--- src/rtl/uart_rx.sv ---
// UART receiver: 16x-oversampled 8E1 deserialiser with ready/overrun handshake.
// Build option UART_RX_MAJORITY_EN selects 2-of-3 majority sampling per bit.
module uart_rx #(
  parameter int unsigned OVERSAMPLE  = 16,
  parameter int unsigned SYNC_STAGES = 2
) (
  input  logic       clk16x,
  input  logic       clrn,
  input  logic       rxd,
  input  logic       rdn,
  output logic [7:0] d_out,
  output logic       r_ready,
  output logic       parity_error,
  output logic       frame_error,
  output logic       overrun,
  output logic       receiving,
  output logic [3:0] no_bits_rcvd
);

  localparam int unsigned CNT_W = $clog2(OVERSAMPLE);
  localparam logic [CNT_W-1:0] LAST_TICK = CNT_W'(OVERSAMPLE - 1);
`ifdef UART_RX_MAJORITY_EN
  localparam logic [CNT_W-1:0] START_TICK = CNT_W'(OVERSAMPLE / 2);
`else
  localparam logic [CNT_W-1:0] START_TICK = CNT_W'(OVERSAMPLE / 2 - 1);
`endif

  typedef enum logic [2:0] {
    S_IDLE,
    S_START,
    S_DATA,
    S_PARITY,
    S_STOP
  } state_t;

  state_t                   r_state;
  logic [SYNC_STAGES-1:0]   r_sync;
  logic [CNT_W-1:0]         r_cnt;
  logic [7:0]               r_shift;
  logic                     r_perr;

  state_t                   w_state_nxt;
  logic [CNT_W-1:0]         w_cnt_nxt;
  logic [7:0]               w_shift_nxt;
  logic                     w_perr_nxt;
  logic [7:0]               w_dout_nxt;
  logic                     w_ready_nxt;
  logic                     w_pe_nxt;
  logic                     w_fe_nxt;
  logic                     w_ov_nxt;
  logic                     w_rcv_nxt;
  logic [3:0]               w_nbits_nxt;
  logic                     w_done;
  logic                     w_rxs;
  logic                     w_bit;
  logic [2:0]               w_idx;

  assign w_rxs = r_sync[SYNC_STAGES-1];
  assign w_idx = 3'(no_bits_rcvd - 4'd1);

`ifdef UART_RX_MAJORITY_EN
  // Last two synchronised samples; with the current one they straddle the centre tick.
  logic [1:0] r_hist;

  always_ff @(posedge clk16x) begin
    if (!clrn) r_hist <= 2'b11;
    else       r_hist <= {r_hist[0], w_rxs};
  end

  assign w_bit = (r_hist[1] & r_hist[0]) | (r_hist[1] & w_rxs) | (r_hist[0] & w_rxs);
`else
  assign w_bit = w_rxs;
`endif

  always_ff @(posedge clk16x) begin
    if (!clrn) begin
      r_sync       <= '1;
      r_state      <= S_IDLE;
      r_cnt        <= '0;
      r_shift      <= '0;
      r_perr       <= 1'b0;
      d_out        <= '0;
      r_ready      <= 1'b0;
      parity_error <= 1'b0;
      frame_error  <= 1'b0;
      overrun      <= 1'b0;
      receiving    <= 1'b0;
      no_bits_rcvd <= '0;
    end else begin
      r_sync       <= {r_sync[SYNC_STAGES-2:0], rxd};
      r_state      <= w_state_nxt;
      r_cnt        <= w_cnt_nxt;
      r_shift      <= w_shift_nxt;
      r_perr       <= w_perr_nxt;
      d_out        <= w_dout_nxt;
      r_ready      <= w_ready_nxt;
      parity_error <= w_pe_nxt;
      frame_error  <= w_fe_nxt;
      overrun      <= w_ov_nxt;
      receiving    <= w_rcv_nxt;
      no_bits_rcvd <= w_nbits_nxt;
    end
  end

  // Frame sequencing plus the CPU-side handshake; completion takes priority over a read.
  always_comb begin
    w_state_nxt = r_state;
    w_cnt_nxt   = (r_cnt == LAST_TICK) ? '0 : r_cnt + CNT_W'(1);
    w_shift_nxt = r_shift;
    w_perr_nxt  = r_perr;
    w_dout_nxt  = d_out;
    w_ready_nxt = r_ready;
    w_pe_nxt    = parity_error;
    w_fe_nxt    = frame_error;
    w_ov_nxt    = overrun;
    w_rcv_nxt   = receiving;
    w_nbits_nxt = no_bits_rcvd;
    w_done      = 1'b0;

    case (r_state)
      S_IDLE: begin
        w_cnt_nxt = '0;
        if (!w_rxs) begin
          w_state_nxt = S_START;
          w_rcv_nxt   = 1'b1;
        end
      end
      S_START: begin
        if (r_cnt == START_TICK) begin
          w_cnt_nxt = '0;
          if (w_bit) begin
            w_state_nxt = S_IDLE;
            w_rcv_nxt   = 1'b0;
          end else begin
            w_state_nxt = S_DATA;
            w_nbits_nxt = 4'd1;
          end
        end
      end
      S_DATA: begin
        if (r_cnt == LAST_TICK) begin
          w_shift_nxt[w_idx] = w_bit;
          w_nbits_nxt        = no_bits_rcvd + 4'd1;
          if (no_bits_rcvd == 4'd8) w_state_nxt = S_PARITY;
        end
      end
      S_PARITY: begin
        if (r_cnt == LAST_TICK) begin
          w_perr_nxt  = w_bit ^ (^r_shift);
          w_state_nxt = S_STOP;
          w_nbits_nxt = 4'd10;
        end
      end
      S_STOP: begin
        // Finish at mid stop bit so a following start edge is not missed.
        if (r_cnt == LAST_TICK) begin
          w_done      = 1'b1;
          w_state_nxt = S_IDLE;
          w_rcv_nxt   = 1'b0;
          w_nbits_nxt = 4'd0;
        end
      end
      default: begin
        w_state_nxt = S_IDLE;
        w_cnt_nxt   = '0;
        w_rcv_nxt   = 1'b0;
        w_nbits_nxt = 4'd0;
      end
    endcase

    if (w_done) begin
      w_dout_nxt  = r_shift;
      w_pe_nxt    = r_perr;
      w_fe_nxt    = ~w_bit;
      w_ov_nxt    = overrun | (r_ready & rdn);
      w_ready_nxt = 1'b1;
    end else if (!rdn) begin
      w_ready_nxt = 1'b0;
      w_ov_nxt    = 1'b0;
    end
  end

endmodule

--- config.mk ---
export PLATFORM = sky130hd
export DESIGN_NAME = uart_rx
export DESIGN_NICKNAME = d
export VERILOG_FILES = /design/src/rtl/uart_rx.sv
export SDC_FILE = /design/constraint.sdc
export NUM_CORES = 1
export LEC_CHECK = 0
export BUFFER_PORTS_ARGS = -buffer_cell sky130_fd_sc_hd__buf_2
export CORE_UTILIZATION = 35
export DETAILED_ROUTE_END_ITERATION = 6
export SYNTH_ARGS = -nofsm -noshare
export SYNTH_HDL_FRONTEND = slang
export SYNTH_SLANG_ARGS = --single-unit
--- constraint.sdc ---
create_clock -name clk16x -period 2.05 [get_ports clk16x]
set_input_delay 0.41 -clock clk16x [delete_from_list [all_inputs] [get_ports clk16x]]
set_output_delay 0.41 -clock clk16x [all_outputs]
set_load 0.05 [all_outputs]
==> impl_results.md <==
* Status: completed
* Gate Count Post-Synth at 197
* Clock-pin slew of the registers on the worst-case setup and hold paths at 0.07 ns
* Unrepaired setup endpoints after global routing: no
* Mapped Nets at approximately 200
* Nets at 225
* Final setup viols at 0
* Pin count of the biggest net entering global routing at 20
* GP Congestion at a little over 0.8
* Post-DRT Antenna Nets at 0
* Yosys warns at 0
* Initial core utilization at 37.6%
* H-tree depth at 2
* Vias in the first global route at 1291
* Largest area contributor in the netlist: dfxtp_1
* Setup repair bufs after CTS at 0
* Pwr Total at 1.49 mW
* CP Capture Type: flip-flop
* Synthesized cell area at about 1700 µm²
* Worst min-delay path category: in -> reg
* Core Region at 4500 µm²
* Area share of the largest cell type after synthesis at 41.4%
* Total gr overflow at 0
* Hold_buf cts at 0
* Period utilization at 86.9%
* Drc violations at 0
* Fill count at 463
* Leak pwr at 0.840 nW
* Peak supply drop at ~0.64 mV
* CTS resizes at 0
* DRT Pass-1 Iters at 4
* Pins over their slew limit at 0
* Worst slack, placed at 0.278 ns
* CTS buffer count at 5
* Final Hold Fails at 0
* Max Freq at roughly 560 MHz
* Io pins at 21
* Port bufs at 20
* Vias post-DR at 1344
* Clock root buffer master: clkbuf_8
* Die area at 5120 µm²
* CTS tree: built
* Clock Skew at 0.00722 ns
* Rows at 24
* Die Height at 71.5 µm
* DP Area at 1850 µm²
* Flip-flop and latch count after synthesis at 35
* CP max FO at 8
* Final worst slack at 0.268 ns
* P per Cell Area at ~750 nW/µm²
* Mapped Avg Cell Area at 8.59 µm²
* Fin area at 1980 µm²
* Max Cap Violations at 0
* Worst slew margin at a little under three quarters
* Type of origin of the critical path: flip-flop
* Initial antenna violation count at 0
* WP data required at roughly 2.2 ns
* Hpwl dp at about 2300 µm
* WP data arrival at 1.97 ns
* Setup TNS Final at 0 ns
* Synth area leaders: dfxtp_1 41%, nand2_1 7.8%, mux2i_1 4.7%
* Slew @ Worst Pin at 0.436 ns
* ANT cells at 0
* Worst-Skew Late Latency at 0.29 ns
* Share of layout cells above drive strength 1 at 17.4%
* Gr usage total at 15.0%
* Sequential area share after synthesis at 41.4%
* CP Class: reg -> reg
* Global-route wire length before repair at 5890 µm
* Area growth syn-to-layout at 16.9%
* Final min period at approximately 1.8 ns
* Post-Route WL at approximately 3300 µm
* Mean routed wirelength per cell at approximately 12 µm
* CTS max path bufs at 2
* DRT iter0 DRCs at 55
* CTS sink cnt at 35
* Drt via density at 4.96
* Synth cell types at 39
* Die Width at about 72 µm
==> synthesized netlist by cell type <==
library cell	count
a211oi_1	1
a21boi_0	10
a21boi_1	6
a21o_1	1
a21oi_1	2
a311oi_1	2
a31oi_1	1
and2_1	2
and3_1	3
buf_2	4
buf_4	1
clkbuf_1	6
dfxtp_1	35
ha_1	3
inv_1	3
mux2i_1	8
nand2_1	35
nand2b_1	5
nand3_1	7
nand3_2	3
nand3b_1	1
nand4_1	1
nor2_1	18
nor2b_1	9
nor3_1	2
nor3b_1	2
nor3b_2	1
nor4_2	1
o211a_1	2
o211ai_1	1
o21a_1	2
o21ai_0	4
o21ai_1	2
o22ai_1	1
o31a_1	1
or4_1	1
xnor2_1	6
xnor3_1	1
xor2_1	3
==> state kept, by name, summed over array words and instances, names as in the netlist <==
name,cells
d_out,8
r_shift,8
no_bits_rcvd,4
r_cnt,4
r_state,3
r_sync,2
frame_error,1
overrun,1
parity_error,1
r_perr,1
r_ready,1
receiving,1
==> critical path, stage by stage, from the launching register on <==
cell and delay [ns]:
dfxtp_1 0.38, ha_1 0.32, and3_1 0.35, and3_1 0.30, nand3_1 0.12, mux2i_1 0.16
nor2b_1 0.06
==> per-layer routing <==
| layer | vias up | GRT usage, % | share of wire, % |
|---|---|---|---|
| met5 | - | 0 | 0 |
| met1 | 606 | 20.0 | 52 |
| met4 | 0 | 7.19 | 2.3 |
| met2 | 19 | 22.2 | 43 |
| li1 | 712 | - | - |
| met3 | 7 | 4.36 | 3.2 |
==> path summary, 6_finish.rpt <==
path	startpoint	to	slack [ns]	depth (start not counted)
worst max-delay path	r_cnt[0]	r_shift[0]	0.27	6
worst min-delay path	rxd	r_sync[0]	0.30	2
worst max register to register	r_cnt[0]	r_shift[0]	0.27	6
worst min register to register	r_sync[0]	r_sync[1]	0.41	1
==> cells by family (layout without fill, tap and decap cells) <==
family          Yosys count  count (layout)  synth area share, %
flops                    35              35                 41.4
mux                       8               8                 4.73
buf+inv                  14              36                 3.62
xor+xnor                 10              10                 5.99
fa+ha+maj                 3               3                 2.22
compound gates           36              36                 15.2
simple gates             91              91                 26.8
==> report_power, final <==
part           leakage, nW  internal, mW  switching, mW  total [mW]
clock network       0.0654         0.486          0.256       0.743
logic                0.492        0.0254         0.0338      0.0591
registers            0.283         0.685        0.00600       0.691
total                0.840          1.20          0.296        1.49
==> cells in the final DEF, fill, tap and decap left out, types with 3 or more instances in the layout <==
master,n
a21boi_0,10
a21boi_1,6
and3_1,3
buf_2,20
buf_4,5
clkbuf_8,5
dfxtp_1,34
ha_1,3
inv_1,3
mux2i_1,8
nand2_1,35
nand2b_1,5
nand3_1,7
nand3_2,3
nor2_1,18
nor2b_1,9
o21ai_0,4
xnor2_1,6
xor2_1,3
==> metrics by stage <==
step	instances	hold slack [ns]	utilization (%)
finish	271	0.297	43.9
global route	271	0.295	43.9
CTS	271	0.290	43.9
detailed placement	263	0.401	41.0
global placement	263	0.394	41.0
floorplan	197	0.386	-
==> cell type report <==
| class | count | area [µm²] | area share, % |
|---|---|---|---|
| clock buffer | 6 | 72.6 | 3.67 |
| inverter | 3 | 11.3 | 0.569 |
| clock inverter | 2 | 60.1 | 3.04 |
| multi-input combinational | 148 | 930 | 47.0 |
| tap | 52 | 65.1 | 3.29 |
| sequential | 35 | 702 | 35.5 |
| timing repair buffer | 25 | 138 | 6.96 |
(Power assumes the default switching activity.)
